==> src/rtl/load_store_unit_pkg.sv <==
// Shared types and encodings for the load/store unit.
package load_store_unit_pkg;

  localparam int unsigned XLEN = 32;
  localparam int unsigned BE_W = XLEN / 8;

  // RISC-V load/store funct3 encodings
  localparam logic [2:0] F3_LB  = 3'b000;
  localparam logic [2:0] F3_LH  = 3'b001;
  localparam logic [2:0] F3_LW  = 3'b010;
  localparam logic [2:0] F3_LBU = 3'b100;
  localparam logic [2:0] F3_LHU = 3'b101;
  localparam logic [2:0] F3_SB  = 3'b000;
  localparam logic [2:0] F3_SH  = 3'b001;
  localparam logic [2:0] F3_SW  = 3'b010;

  typedef enum logic [1:0] {
    IDLE     = 2'd0,
    ISSUE    = 2'd1,
    WAIT_RSP = 2'd2,
    RESP     = 2'd3
  } lsu_state_t;

  // Memory command payload held for the duration of an access
  typedef struct packed {
    logic [XLEN-1:0] addr;
    logic            we;
    logic [BE_W-1:0] be;
    logic [XLEN-1:0] wdata;
  } mem_cmd_t;

endpackage

==> src/rtl/lsu_store_align.sv <==
// Byte-enable and write-lane generation plus access legality check.
module lsu_store_align
  import load_store_unit_pkg::*;
(
  input  logic            i_we,
  input  logic [2:0]      i_funct3,
  input  logic [1:0]      i_offset,
  input  logic [XLEN-1:0] i_wdata,
  output logic [BE_W-1:0] o_be,
  output logic [XLEN-1:0] o_wdata,
  output logic            o_legal
);

  logic w_half_ok;
  logic w_word_ok;

  // A halfword may start at any offset that keeps it inside the word
  assign w_half_ok = (i_offset != 2'd3);
  assign w_word_ok = (i_offset == 2'd0);

  // Decode size, lanes and legality from funct3 and the byte offset
  always_comb begin
    o_be    = '1;
    o_wdata = '0;
    o_legal = 1'b0;
    if (i_we) begin
      case (i_funct3)
        F3_SB: begin
          o_legal = 1'b1;
          o_be    = BE_W'(4'b0001 << i_offset);
          o_wdata = {4{i_wdata[7:0]}};
        end
        F3_SH: begin
          o_legal = w_half_ok;
          o_be    = BE_W'(4'b0011 << i_offset);
          o_wdata = {16'h0000, i_wdata[15:0]} << {i_offset, 3'b000};
        end
        F3_SW: begin
          o_legal = w_word_ok;
          o_wdata = i_wdata;
        end
        default: o_legal = 1'b0;
      endcase
    end else begin
      case (i_funct3)
        F3_LB, F3_LBU: o_legal = 1'b1;
        F3_LH, F3_LHU: o_legal = w_half_ok;
        F3_LW:         o_legal = w_word_ok;
        default:       o_legal = 1'b0;
      endcase
    end
  end

endmodule

==> src/rtl/load_store_unit.sv <==
// Single-outstanding load/store unit bridging the core request port to a word memory.
module load_store_unit
  import load_store_unit_pkg::*;
#(
  parameter int unsigned TIMEOUT_CYCLES = 256
) (
  input  logic            clk,
  input  logic            reset,
  input  logic            req_valid,
  output logic            req_ready,
  input  logic            req_we,
  input  logic [2:0]      req_funct3,
  input  logic [XLEN-1:0] req_addr,
  input  logic [XLEN-1:0] req_wdata,
  output logic            mem_valid,
  input  logic            mem_ready,
  output logic [XLEN-1:0] mem_addr,
  output logic            mem_we,
  output logic [BE_W-1:0] mem_be,
  output logic [XLEN-1:0] mem_wdata,
  input  logic            mem_rvalid,
  input  logic [XLEN-1:0] mem_rdata,
  output logic            rsp_valid,
  output logic [XLEN-1:0] rsp_data,
  output logic [XLEN-1:0] rsp_addr,
  output logic [2:0]      rsp_funct3,
  output logic            rsp_err
);

  localparam int unsigned      CNT_W     = 16;
  localparam logic [CNT_W-1:0] CNT_LIMIT = CNT_W'(TIMEOUT_CYCLES - 1);

  lsu_state_t      r_state;
  lsu_state_t      w_state_next;
  logic            w_err_next;
  logic [CNT_W-1:0] r_cnt;
  mem_cmd_t        r_cmd;
  logic            r_req_ready;
  logic            r_mem_valid;
  logic            r_rsp_valid;
  logic            r_rsp_err;
  logic [XLEN-1:0] r_rsp_data;
  logic [XLEN-1:0] r_rsp_addr;
  logic [2:0]      r_rsp_funct3;

  logic            w_accept;
  logic            w_capture;
  logic            w_timeout;
  logic [BE_W-1:0] w_be;
  logic [XLEN-1:0] w_wdata;
  logic            w_legal;

  lsu_store_align u_align (
    .i_we     (req_we),
    .i_funct3 (req_funct3),
    .i_offset (req_addr[1:0]),
    .i_wdata  (req_wdata),
    .o_be     (w_be),
    .o_wdata  (w_wdata),
    .o_legal  (w_legal)
  );

  assign w_accept  = (r_state == IDLE) && req_valid;
  assign w_capture = (r_state == WAIT_RSP) && mem_rvalid;
  assign w_timeout = (r_cnt == CNT_LIMIT);

  // Next-state decode; the awaited strobe takes priority over the timeout
  always_comb begin
    w_state_next = r_state;
    w_err_next   = 1'b0;
    case (r_state)
      IDLE: begin
        if (req_valid) begin
          if (w_legal) begin
            w_state_next = ISSUE;
          end else begin
            w_state_next = RESP;
            w_err_next   = 1'b1;
          end
        end
      end
      ISSUE: begin
        if (mem_ready) begin
          w_state_next = r_cmd.we ? RESP : WAIT_RSP;
        end else if (w_timeout) begin
          w_state_next = RESP;
          w_err_next   = 1'b1;
        end
      end
      WAIT_RSP: begin
        if (mem_rvalid) begin
          w_state_next = RESP;
        end else if (w_timeout) begin
          w_state_next = RESP;
          w_err_next   = 1'b1;
        end
      end
      RESP:    w_state_next = IDLE;
      default: w_state_next = IDLE;
    endcase
  end

  // State register
  always_ff @(posedge clk) begin
    if (reset) r_state <= IDLE;
    else       r_state <= w_state_next;
  end

  // Timeout counter: cleared on any state change, counts while waiting on memory
  always_ff @(posedge clk) begin
    if (reset) begin
      r_cnt <= '0;
    end else if (w_state_next != r_state) begin
      r_cnt <= '0;
    end else if ((r_state == ISSUE) || (r_state == WAIT_RSP)) begin
      r_cnt <= r_cnt + CNT_W'(1);
    end
  end

  // Handshake and response strobes registered from the next state
  always_ff @(posedge clk) begin
    if (reset) begin
      r_req_ready <= 1'b1;
      r_mem_valid <= 1'b0;
      r_rsp_valid <= 1'b0;
      r_rsp_err   <= 1'b0;
    end else begin
      r_req_ready <= (w_state_next == IDLE);
      r_mem_valid <= (w_state_next == ISSUE);
      r_rsp_valid <= (w_state_next == RESP);
      if (w_state_next == RESP) r_rsp_err <= w_err_next;
    end
  end

  // Request capture on accept and read data capture on the response strobe
  always_ff @(posedge clk) begin
    if (reset) begin
      r_cmd        <= '0;
      r_rsp_addr   <= '0;
      r_rsp_funct3 <= '0;
      r_rsp_data   <= '0;
    end else begin
      if (w_accept) begin
        r_cmd.addr   <= {req_addr[XLEN-1:2], 2'b00};
        r_cmd.we     <= req_we;
        r_cmd.be     <= w_be;
        r_cmd.wdata  <= w_wdata;
        r_rsp_addr   <= req_addr;
        r_rsp_funct3 <= req_funct3;
      end
      if (w_capture) r_rsp_data <= mem_rdata;
    end
  end

  assign req_ready  = r_req_ready;
  assign mem_valid  = r_mem_valid;
  assign mem_addr   = r_cmd.addr;
  assign mem_we     = r_cmd.we;
  assign mem_be     = r_cmd.be;
  assign mem_wdata  = r_cmd.wdata;
  assign rsp_valid  = r_rsp_valid;
  assign rsp_err    = r_rsp_err;
  assign rsp_data   = r_rsp_data;
  assign rsp_addr   = r_rsp_addr;
  assign rsp_funct3 = r_rsp_funct3;

endmodule

==> config.mk <==
export PLATFORM = sky130hd
export DESIGN_NAME = load_store_unit
export DESIGN_NICKNAME = d
export VERILOG_FILES = /design/src/rtl/load_store_unit_pkg.sv /design/src/rtl/lsu_store_align.sv /design/src/rtl/load_store_unit.sv
export SDC_FILE = /design/constraint.sdc
export NUM_CORES = 1
export LEC_CHECK = 0
export CORE_MARGIN = 1
export CORE_UTILIZATION = 35
export CTS_BUF_LIST = sky130_fd_sc_hd__clkbuf_4 sky130_fd_sc_hd__clkbuf_8
export DETAILED_ROUTE_END_ITERATION = 8
export PLACE_DENSITY = 0.68
export SYNTH_ARGS = -nofsm -noshare
export SYNTH_HDL_FRONTEND = slang
export SYNTH_HIERARCHICAL = 1
export SYNTH_SLANG_ARGS = --single-unit
==> constraint.sdc <==
create_clock -name clk -period 2.2 [get_ports clk]
set_input_delay 0.33 -clock clk [delete_from_list [all_inputs] [get_ports clk]]
set_output_delay 0.33 -clock clk [all_outputs]
set_load 0.05 [all_outputs]
# Word-level counts from Yosys, hierarchy flattened

Index checks and enable logic that the tools add are counted.

Bits in registers: 156
Bits of input ports: 105
Logic and storage cells: 59
Output and inout port bits: 140

Add/sub/neg operators: 1
Shifts and indexed selects: 3
Equal/unequal tests: 12
Muxes and demuxes: 20
Reduce and logical (&&, ||, !) cells: 10

Operator list:

| operator                                                           | count |
|---|---|
| 32-bit case mux with 3 select lines                                | 1 |
| 32-bit 2-to-1 mux                                                  | 1 |
| 16-bit by 5-bit << shifter with 32-bit output                      | 1 |
| 16-bit by 1-bit adder with 16-bit output (second input constant)   | 1 |
| 16-bit by 8-bit == test with 1-bit output (second input constant)  | 1 |
| 2-bit 2-to-1 mux                                                   | 5 |
| 1-bit case mux with 3 select lines                                 | 3 |
| 2-bit case mux with 4 select lines                                 | 1 |
| 4-bit case mux with 2 select lines                                 | 1 |
| 1-bit 2-to-1 mux                                                   | 7 |
| 2-bit == test (second input constant)                              | 3 |
| 3-bit == test (second input constant)                              | 2 |
| 2-bit logical NOT                                                  | 3 |
| 2-bit OR reduction                                                 | 3 |
| 2-bit by 1-bit == test with 1-bit output (second input constant)   | 2 |
| 4-bit 2-to-1 mux                                                   | 1 |
| 1-bit by 2-bit << shifter with 4-bit output (first input constant) | 1 |
| 2-bit by 2-bit << shifter with 4-bit output (first input constant) | 1 |
| 3-bit by 1-bit == test with 1-bit output (second input constant)   | 1 |
| 3-bit by 2-bit == test with 1-bit output (second input constant)   | 1 |
| 3-bit logical NOT                                                  | 1 |
| 1-bit logical AND                                                  | 2 |
| 2-bit inequality test                                              | 1 |
| 2-bit inequality test (second input constant)                      | 1 |
| 1-bit logical OR                                                   | 1 |

# Logic depth before layout (Yosys ltp)

Gate-level depths: netlist of run 1.

Depth in word-level cells: 9
Depth in mapped cells: 12
Gate-level depth less buffers: 8

# Modules after synthesis

Netlist of run 1, hierarchy kept.

Modules (own cells, without submodules):

| module          | cells each | area an instance (um^2) | instances |
|---|---|---|---|
| load_store_unit | 621        | 4,983.5                 | 1 |
| lsu_store_align | 128        | 890.9                   | 1 |

# Worst setup path after synthesis of run 1

OpenSTA, ideal clock, no wires.

Path type: in2reg
From: input port req_addr[0]
To: register r_cnt[13]
Setup slack: -0.158 ns
Stages on the path: 11
Arrival: 2.243 ns
Required time: 2.085 ns
Cell sequence: buf_2 buf_2 clkinv_1 o21ai_0 a21oi_1 nand2b_1 a211oi_1 a21oi_1 o2111ai_4 buf_6 nor2_1

Word-level cells in the longest chain between the ends: 8

RTL lines:

| element                                                    | line                                         | text |
|---|---|---|
| start, declared                                            | load_store_unit.sv:13                        | `input logic [XLEN-1:0] req_addr,` |
| 2-bit inequality test or 2-bit logical NOT (tied branches) | lsu_store_align.sv:18, lsu_store_align.sv:19 |  |
| 1-bit case mux with 3 select lines (on tied branches)      | lsu_store_align.sv:45, lsu_store_align.sv:27 |  |
| 1-bit 2-to-1 mux *                                         | lsu_store_align.sv:26                        | `if (i_we) begin` |
| via w_legal                                                | load_store_unit.sv:51                        | `logic w_legal;` |
| 2-bit 2-to-1 mux *                                         | load_store_unit.sv:74                        | `if (w_legal) begin` |
| 2-bit 2-to-1 mux *                                         | load_store_unit.sv:73                        | `if (req_valid) begin` |
| 2-bit case mux with 4 select lines *                       | load_store_unit.sv:71                        | `case (r_state)` |
| 2-bit inequality test *                                    | load_store_unit.sv:113                       | `end else if (w_state_next != r_state) begin` |
| 2-bit OR reduction (no line) *                             | --                                           |  |
| end signal, assigned                                       | load_store_unit.sv:116                       | `r_cnt <= r_cnt + CNT_W'(1);` |
| end, declared                                              | load_store_unit.sv:36                        | `logic [CNT_W-1:0] r_cnt;` |

Mark *: on every way through the listed nets, which the timed path passes. The rest lies on a longest branch.
A chain may end at the register's enable or synchronous reset.

# Final worst setup path of run 1

From: input port req_funct3[1]
To: register r_cnt[6]

Word-level cells in the longest chain between the ends: 9

RTL lines:

| element                                                                | line                                         | text |
|---|---|---|
| start, declared                                                        | load_store_unit.sv:12                        | `input logic [2:0] req_funct3,` |
| 3-bit by 1-bit == test with 1-bit output, or another cell as far along | lsu_store_align.sv:27, lsu_store_align.sv:45 |  |
| 2-bit OR reduction                                                     | lsu_store_align.sv:45                        | `case (i_funct3)` |
| 1-bit case mux with 3 select lines                                     | lsu_store_align.sv:45                        |  |
| 1-bit 2-to-1 mux *                                                     | lsu_store_align.sv:26                        |  |
| via w_legal                                                            | load_store_unit.sv:51                        |  |
| 2-bit 2-to-1 mux *                                                     | load_store_unit.sv:74                        |  |
| 2-bit 2-to-1 mux *                                                     | load_store_unit.sv:73                        |  |
| 2-bit case mux with 4 select lines *                                   | load_store_unit.sv:71                        |  |
| 2-bit inequality test *                                                | load_store_unit.sv:113                       |  |
| 2-bit OR reduction (no line) *                                         | --                                           |  |

Marked as above.

==> flow_summary_export.csv, run 1 <==
group,metric,value,unit
logic_synthesis,yosysSeqAreaShare,0.429,
logic_synthesis,yosys.area.top_type,"dfxtp_1",
critical_path,cp_max_fo,16,
logic_synthesis,syn_avg_cell_area,7.84,um2
sta,maxSlewViolCount,0,
clock_tree,ctsLongestPathBuffers,2,
logic_synthesis,synth_seq_cells,126,
clock_tree,cts_tree,"yes",
sta,rsz0062_at_grt,"no",
routing,totalWireLength,18000,um
layout,layout.nets,1072,
critical_path,cp-end-kind,"flop",
grt,grt_pass1_wl,28700,um
routing,vias,5765,
power_and_ir_drop,ir_drop,463,uV
sta,worst_slack,0.0962,ns
logic_synthesis,synth_top_area_share,0.429,
routing,ant_nets,0,
clock_tree,root_buffer,"clkbuf_8",
clock_tree,numCtsBuffers,17,
routing,vias_per_cell,4.85,
floorplanning,dieArea,17300,um2
grt,grt_start_max_net_pins,91,
floorplanning,initial_utilization,0.365,
routing,first_pass_iters,4,
logic_synthesis,ys_types,48,
sta,max_freq,0.475,GHz
grt,gr-total-overflow,0,
critical_path,critPathMaxStageDelay,0.50,ns
critical_path,critPathTopFamily,"compound AO/OA/AOI/OAI gates",
layout,layoutNonFillerInstCount,1189,
sta,setup_viol,0,
sta,tightest_slew,0.581,ns
layout,insertedDiodeCount,0,
critical_path,crit_slowest_cell,"clkdlybuf4s50_1",
layout,drive_gt1_frac,0.0802,
critical_path,critical_path_class,"in -> reg",
routing,drc,0,
routing,met3_length,988,um
place,dpl_cell_area,8420,um2
clock_tree,htree_levels,4,
outcome,status,"finished, final reports clean",
routing,wl_met2,8600,um
critical_path,rrSetupSlack,0.16,ns
place,hpwlAfterDp,12800,um
clock_tree,cts_setup_buffers,0,
place,place_ws,-0.325,ns
clock_tree,cts_resized,0,
sta,relSlewSlack,0.611,
critical_path,crit_arrival,2.48,ns
place,placedCellCount,1157,
layout,synthToLayoutAreaGrowth,51.3,%
logic_synthesis,syn_area,5870,um2
grt,grt_pass1_vias,5402,
routing,dr.first_iter.drc_count,300,
logic_synthesis,synth_area_leaders,"dfxtp_1 (43%), nand2_1 (14%), a21oi_1 (9.5%)",
floorplanning,ioPinCount,245,
clock_tree,clock-sinks,126,
grt,grt_use_total,0.207,
clock_tree,path_clk_slew,0.08,ns
power_and_ir_drop,power,8.75,mW
critical_path,critPathLaunchType,"primary input",
critical_path,cp.required,2.58,ns
power_and_ir_drop,leakage,3.20,nW
layout,num-fill-cells,1533,
place,port_buffers,242,
sta,period_share,0.956,
routing,maxUsedRoutingLayer,"met4",
sta,setup_tns,0,ns
layout,fin_util,0.552,
flow_run,drv_cap,0,
sta,fin_skew,0.0101,ns
floorplanning,dieHeight,132,um
routing,wire_per_inst,15.1,um
clock_tree,hold_buffers,0,
critical_path,crit_top_cell,"a21oi_1",
place,routabilityCongestion,0.878,
grt,antenna_found_initial,0,
power_and_ir_drop,power.density,985,nW/um2
floorplanning,num_rows,46,
logic_synthesis,netlist_instances,749,
sta,fin_crit,2.10,ns
routing,drt-met1-wl,8020,um
sta,hold_viol_final,0,
logic_synthesis,synth_warnings,6,
floorplanning,dieWidth,132,um
sta,hold-worst-slack,0.225,ns
worst_hold_path,hp-class,"in -> reg",
layout,stdcell_area,8890,um2
floorplanning,core-area,16100,um2
critical_path,critPathBufInv,2,
critical_path,path_cells,"clkdlybuf4s50_1 -> o21ai_0 -> nand2_1 -> a21oi_1 -> nand2b_1 -> a211oi_2 -> a21oi_1 -> o2111ai_4 -> buf_12 -> a21oi_1",
clock_tree,clk_latency,0.44,ns
-- cell usage in the layout (no fill, tap or decap), types with 3 or more instances in the layout --
master and count:
a21oi_1 111, bufinv_16 5, nand2_1 220, nor3_1 6, nand2b_1 4, a22oi_1 8, dfxtp_1 126, clkdlybuf4s50_1 241
nand4_1 6, or3_1 3, ha_1 7, xnor2_1 6, mux2i_1 33, nor2_1 39, inv_1 11, o22a_1 16
nand3_1 5, clkinvlp_4 3, clkinv_4 3, and2_1 9, buf_4 28, xor2_1 8, o21ai_0 8, buf_12 5
clkbuf_8 18, o22ai_1 10
-- cell usage after synthesis, drive strengths merged --
cell / instances
inv: 11
conb: 1
buf: 49
nor3: 6
a2bb2oi: 1
nor4b: 1
or4: 1
or2: 2
a311o: 2
a21oi: 111
nand4bb: 1
o22a: 16
ha: 7
o211ai: 2
a211oi: 1
xnor2: 6
or3: 3
o311ai: 1
and4bb: 1
xor2: 8
nor2: 40
nand2: 221
o22ai: 10
nand3: 5
nand4: 6
clkinv: 1
and2: 11
o31ai: 1
o2111ai: 2
clkbuf: 34
nand2b: 4
and4b: 1
a31oi: 1
and3: 1
or4b: 1
nor2b: 2
a22oi: 8
mux2i: 33
o21ai: 10
dfxtp: 126
-- layout make-up --
type,count,area [um2],area share
Multi-Input combinational cell,529,2860,0.322
Timing Repair Buffer,274,2720,0.306
Sequential cell,126,2520,0.284
Tap cell,216,270,0.0304
Clock buffer,19,255,0.0287
Clock inverter,13,213,0.0239
Inverter,12,46.3,0.00521
-- kinds of logic after synthesis --
| group | share of synthesized area |
|---|---|
| and+or+nand+nor | 0.218 |
| buffers and inverters | 0.0858 |
| other | 0.000638 |
| adders and majority gates | 0.0149 |
| DFF | 0.429 |
| xor gates and xnor gates | 0.0209 |
| muxes | 0.0562 |
| AOI/OAI and AO/OA | 0.174 |
-- per-layer routing --
metal | track usage | vias up
met4 | 0.0775 | 0
met3 | 0.0467 | 28
met2 | 0.342 | 187
met1 | 0.262 | 2663
li1 | - | 2887
met5 | 0 | -
-- power by group --
group	switching, mW	total [mW]	internal [mW]
clock	0.952	2.35	1.40
combinational	2.37	3.71	1.34
sequential	0.155	2.69	2.54
total	3.48	8.75	5.27
-- final timing paths --
| check | start | end | cells after the start |
|---|---|---|---|
| setup / recovery | req_funct3[1] | r_cnt[6] | 10 |
| hold / removal | reset | rsp_data[21] | 2 |
| setup reg to reg | r_state[1] | r_cnt[6] | 9 |
| hold reg to reg | mem_wdata[18] | mem_wdata[18] | 2 |
-- flip-flops by register name (all words and copies together), names as in the netlist --
signal      cells
mem_wdata      32
rsp_addr       32
rsp_data       32
r_cnt          16
mem_be          4
rsp_funct3      3
r_state         2
mem_valid       1
mem_we          1
req_ready       1
rsp_err         1
rsp_valid       1
(Power assumes the default switching activity.)
==> run 2, diff against run 1 <==
--- a/config.mk
+++ b/config.mk
@@ -6,10 +6,10 @@
 export NUM_CORES = 1
 export LEC_CHECK = 0
 export CORE_MARGIN = 1
-export CORE_UTILIZATION = 35
+export CORE_UTILIZATION = 40
 export CTS_BUF_LIST = sky130_fd_sc_hd__clkbuf_4 sky130_fd_sc_hd__clkbuf_8
 export DETAILED_ROUTE_END_ITERATION = 8
-export PLACE_DENSITY = 0.68
+export PLACE_DENSITY = 0.77
 export SYNTH_ARGS = -nofsm -noshare
 export SYNTH_HDL_FRONTEND = slang
 export SYNTH_HIERARCHICAL = 1
==> run 2 against run 1 <==
Clock skew shrank 0.0039 ns. Routed wire length shrank 1.4%. Global-route usage grew 2.3 points. Power shrank 3.7%. Highest routed layer unchanged.
==> flow_summary_export.csv, run 2 (synthesized netlist as in run 1, its figures left out) <==
group,metric,value,unit
floorplanning,dieArea,15200,um2
power_and_ir_drop,ir_drop,491,uV
critical_path,critical_path_class,"reg -> out",
sta,fin_crit,2.08,ns
floorplanning,num_rows,43,
floorplanning,ioPinCount,245,
critical_path,critPathBufInv,1,
layout,synthToLayoutAreaGrowth,49.4,%
outcome,status,"finished, final reports clean",
critical_path,critPathMaxStageDelay,0.85,ns
place,port_buffers,242,
critical_path,cp-end-kind,"output port",
power_and_ir_drop,power.density,960,nW/um2
sta,setup_viol,0,
power_and_ir_drop,p_comb_frac,0.445,
clock_tree,path_clk_slew,0.07,ns
clock_tree,hold_buffers,0,
routing,wire_per_inst,15.4,um
grt,grt_use_total,0.230,
critical_path,critPathTopFamily,"buffers and inverters",
clock_tree,numCtsBuffers,17,
sta,relSlewSlack,0.620,
sta,max_freq,0.481,GHz
layout,mostFrequentLayoutCells,"clkdlybuf4s50_1 (240), nand2_1 (220), dfxtp_1 (126), a21oi_1 (111), nor2_1 (39)",
grt,grt_start_max_net_pins,106,
grt,grt_pass1_vias,5195,
flow_run,drv_cap,0,
floorplanning,dieHeight,123,um
worst_hold_path,hp-class,"in -> reg",
clock_tree,clock-sinks,126,
layout,layoutNonFillerInstCount,1154,
sta,period_share,0.945,
routing,first_pass_iters,6,
routing,dr.first_iter.drc_count,296,
routing,vias,5857,
critical_path,crit_arrival,1.75,ns
clock_tree,cts_setup_buffers,0,
critical_path,critPathLaunchType,"flop",
routing,drc,0,
clock_tree,cts_resized,0,
clock_tree,ctsLongestPathBuffers,2,
sta,tightest_slew,0.569,ns
power_and_ir_drop,p_int,4.97,mW
layout,insertedDiodeCount,0,
floorplanning,core-area,14100,um2
layout,drive_gt1_frac,0.0821,
layout,layout_commonest_cell,"clkdlybuf4s50_1",
sta,setup_tns,0,ns
sta,hold_viol_final,0,
routing,ant_nets,0,
routing,totalWireLength,17700,um
power_and_ir_drop,power_frac_clock,0.235,
clock_tree,root_buffer,"clkbuf_8",
place,place_ws,-0.249,ns
sta,hold-worst-slack,0.121,ns
clock_tree,clk_latency,0.44,ns
layout,layout.nets,1074,
sta,rsz0062_at_grt,"no",
power_and_ir_drop,seqPwrFrac,0.320,
power_and_ir_drop,switching_power,3.46,mW
critical_path,cp.required,1.87,ns
clock_tree,htree_levels,4,
grt,antenna_found_initial,0,
critical_path,crit_slowest_cell,"clkdlybuf4s50_1",
critical_path,path_cells,"clkdlybuf4s50_1",
sta,worst_slack,0.121,ns
clock_tree,cts_tree,"yes",
power_and_ir_drop,switching_share,0.411,
place,hpwlAfterDp,12600,um
place,routabilityCongestion,0.875,
sta,maxSlewViolCount,0,
sta,fin_skew,0.00617,ns
grt,gr-total-overflow,0,
critical_path,cp_max_fo,4,
grt,grt_pass1_wl,26700,um
power_and_ir_drop,leakage,3.17,nW
floorplanning,initial_utilization,0.417,
routing,vias_per_cell,5.08,
power_and_ir_drop,power,8.43,mW
floorplanning,dieWidth,123,um
place,placedCellCount,1123,
run 2: cell count changes in the layout (fill, tap and decap cells not counted):
cell,change
inv_6,-1
clkinv_4,-3
clkinv_2,+3
buf_4,+3
clkdlybuf4s50_1,-1
clkinvlp_4,+2
bufinv_16,-3
clkbuf_8,+1
run 2: routing by layer:
layer | track usage | share of wire | up-vias
li1 | - | - | 2885
met1 | 0.288 | 0.43 | 2757
met4 | 0.0836 | 0.016 | 0
met5 | 0 | 0 | -
met2 | 0.382 | 0.49 | 193
met3 | 0.0572 | 0.063 | 22
run 2: layout make-up:
cell class                      count  area, um2
Timing Repair Buffer              276       2740
Clock buffer                       20        269
Multi-Input combinational cell    529       2860
Fill cell                        1261       5320
Inverter                           12       46.3
Tap cell                          180        225
Sequential cell                   126       2520
Clock inverter                     11        118
run 2: power groups by stage:
stage	clock network (mW)	registers (mW)	logic (mW)
CTS	2.04	2.70	3.76
global placement	0	2.73	3.73
finish	1.98	2.69	3.75
floorplan	0	3.53	1.73
detailed placement	0	2.74	3.75
global route	2.15	2.72	3.98
run 2: stage by stage:
stage	area, um2	utilization
2_1_floorplan	5890	-
3_3_place_gp	8390	0.595
3_5_place_dp	8390	0.595
4_1_cts	8780	0.623
5_1_grt	8780	0.623
6_report	8780	0.623
run 2: worst paths after layout:
kind	start	endpoint	slack, ns	depth (start not counted)
min reg2reg	mem_be[2]	mem_be[2]	0.45	2
max reg2reg	r_state[0]	rsp_err	0.15	7
max	mem_we	mem_we	0.12	1
min	reset	r_state[1]	0.12	2
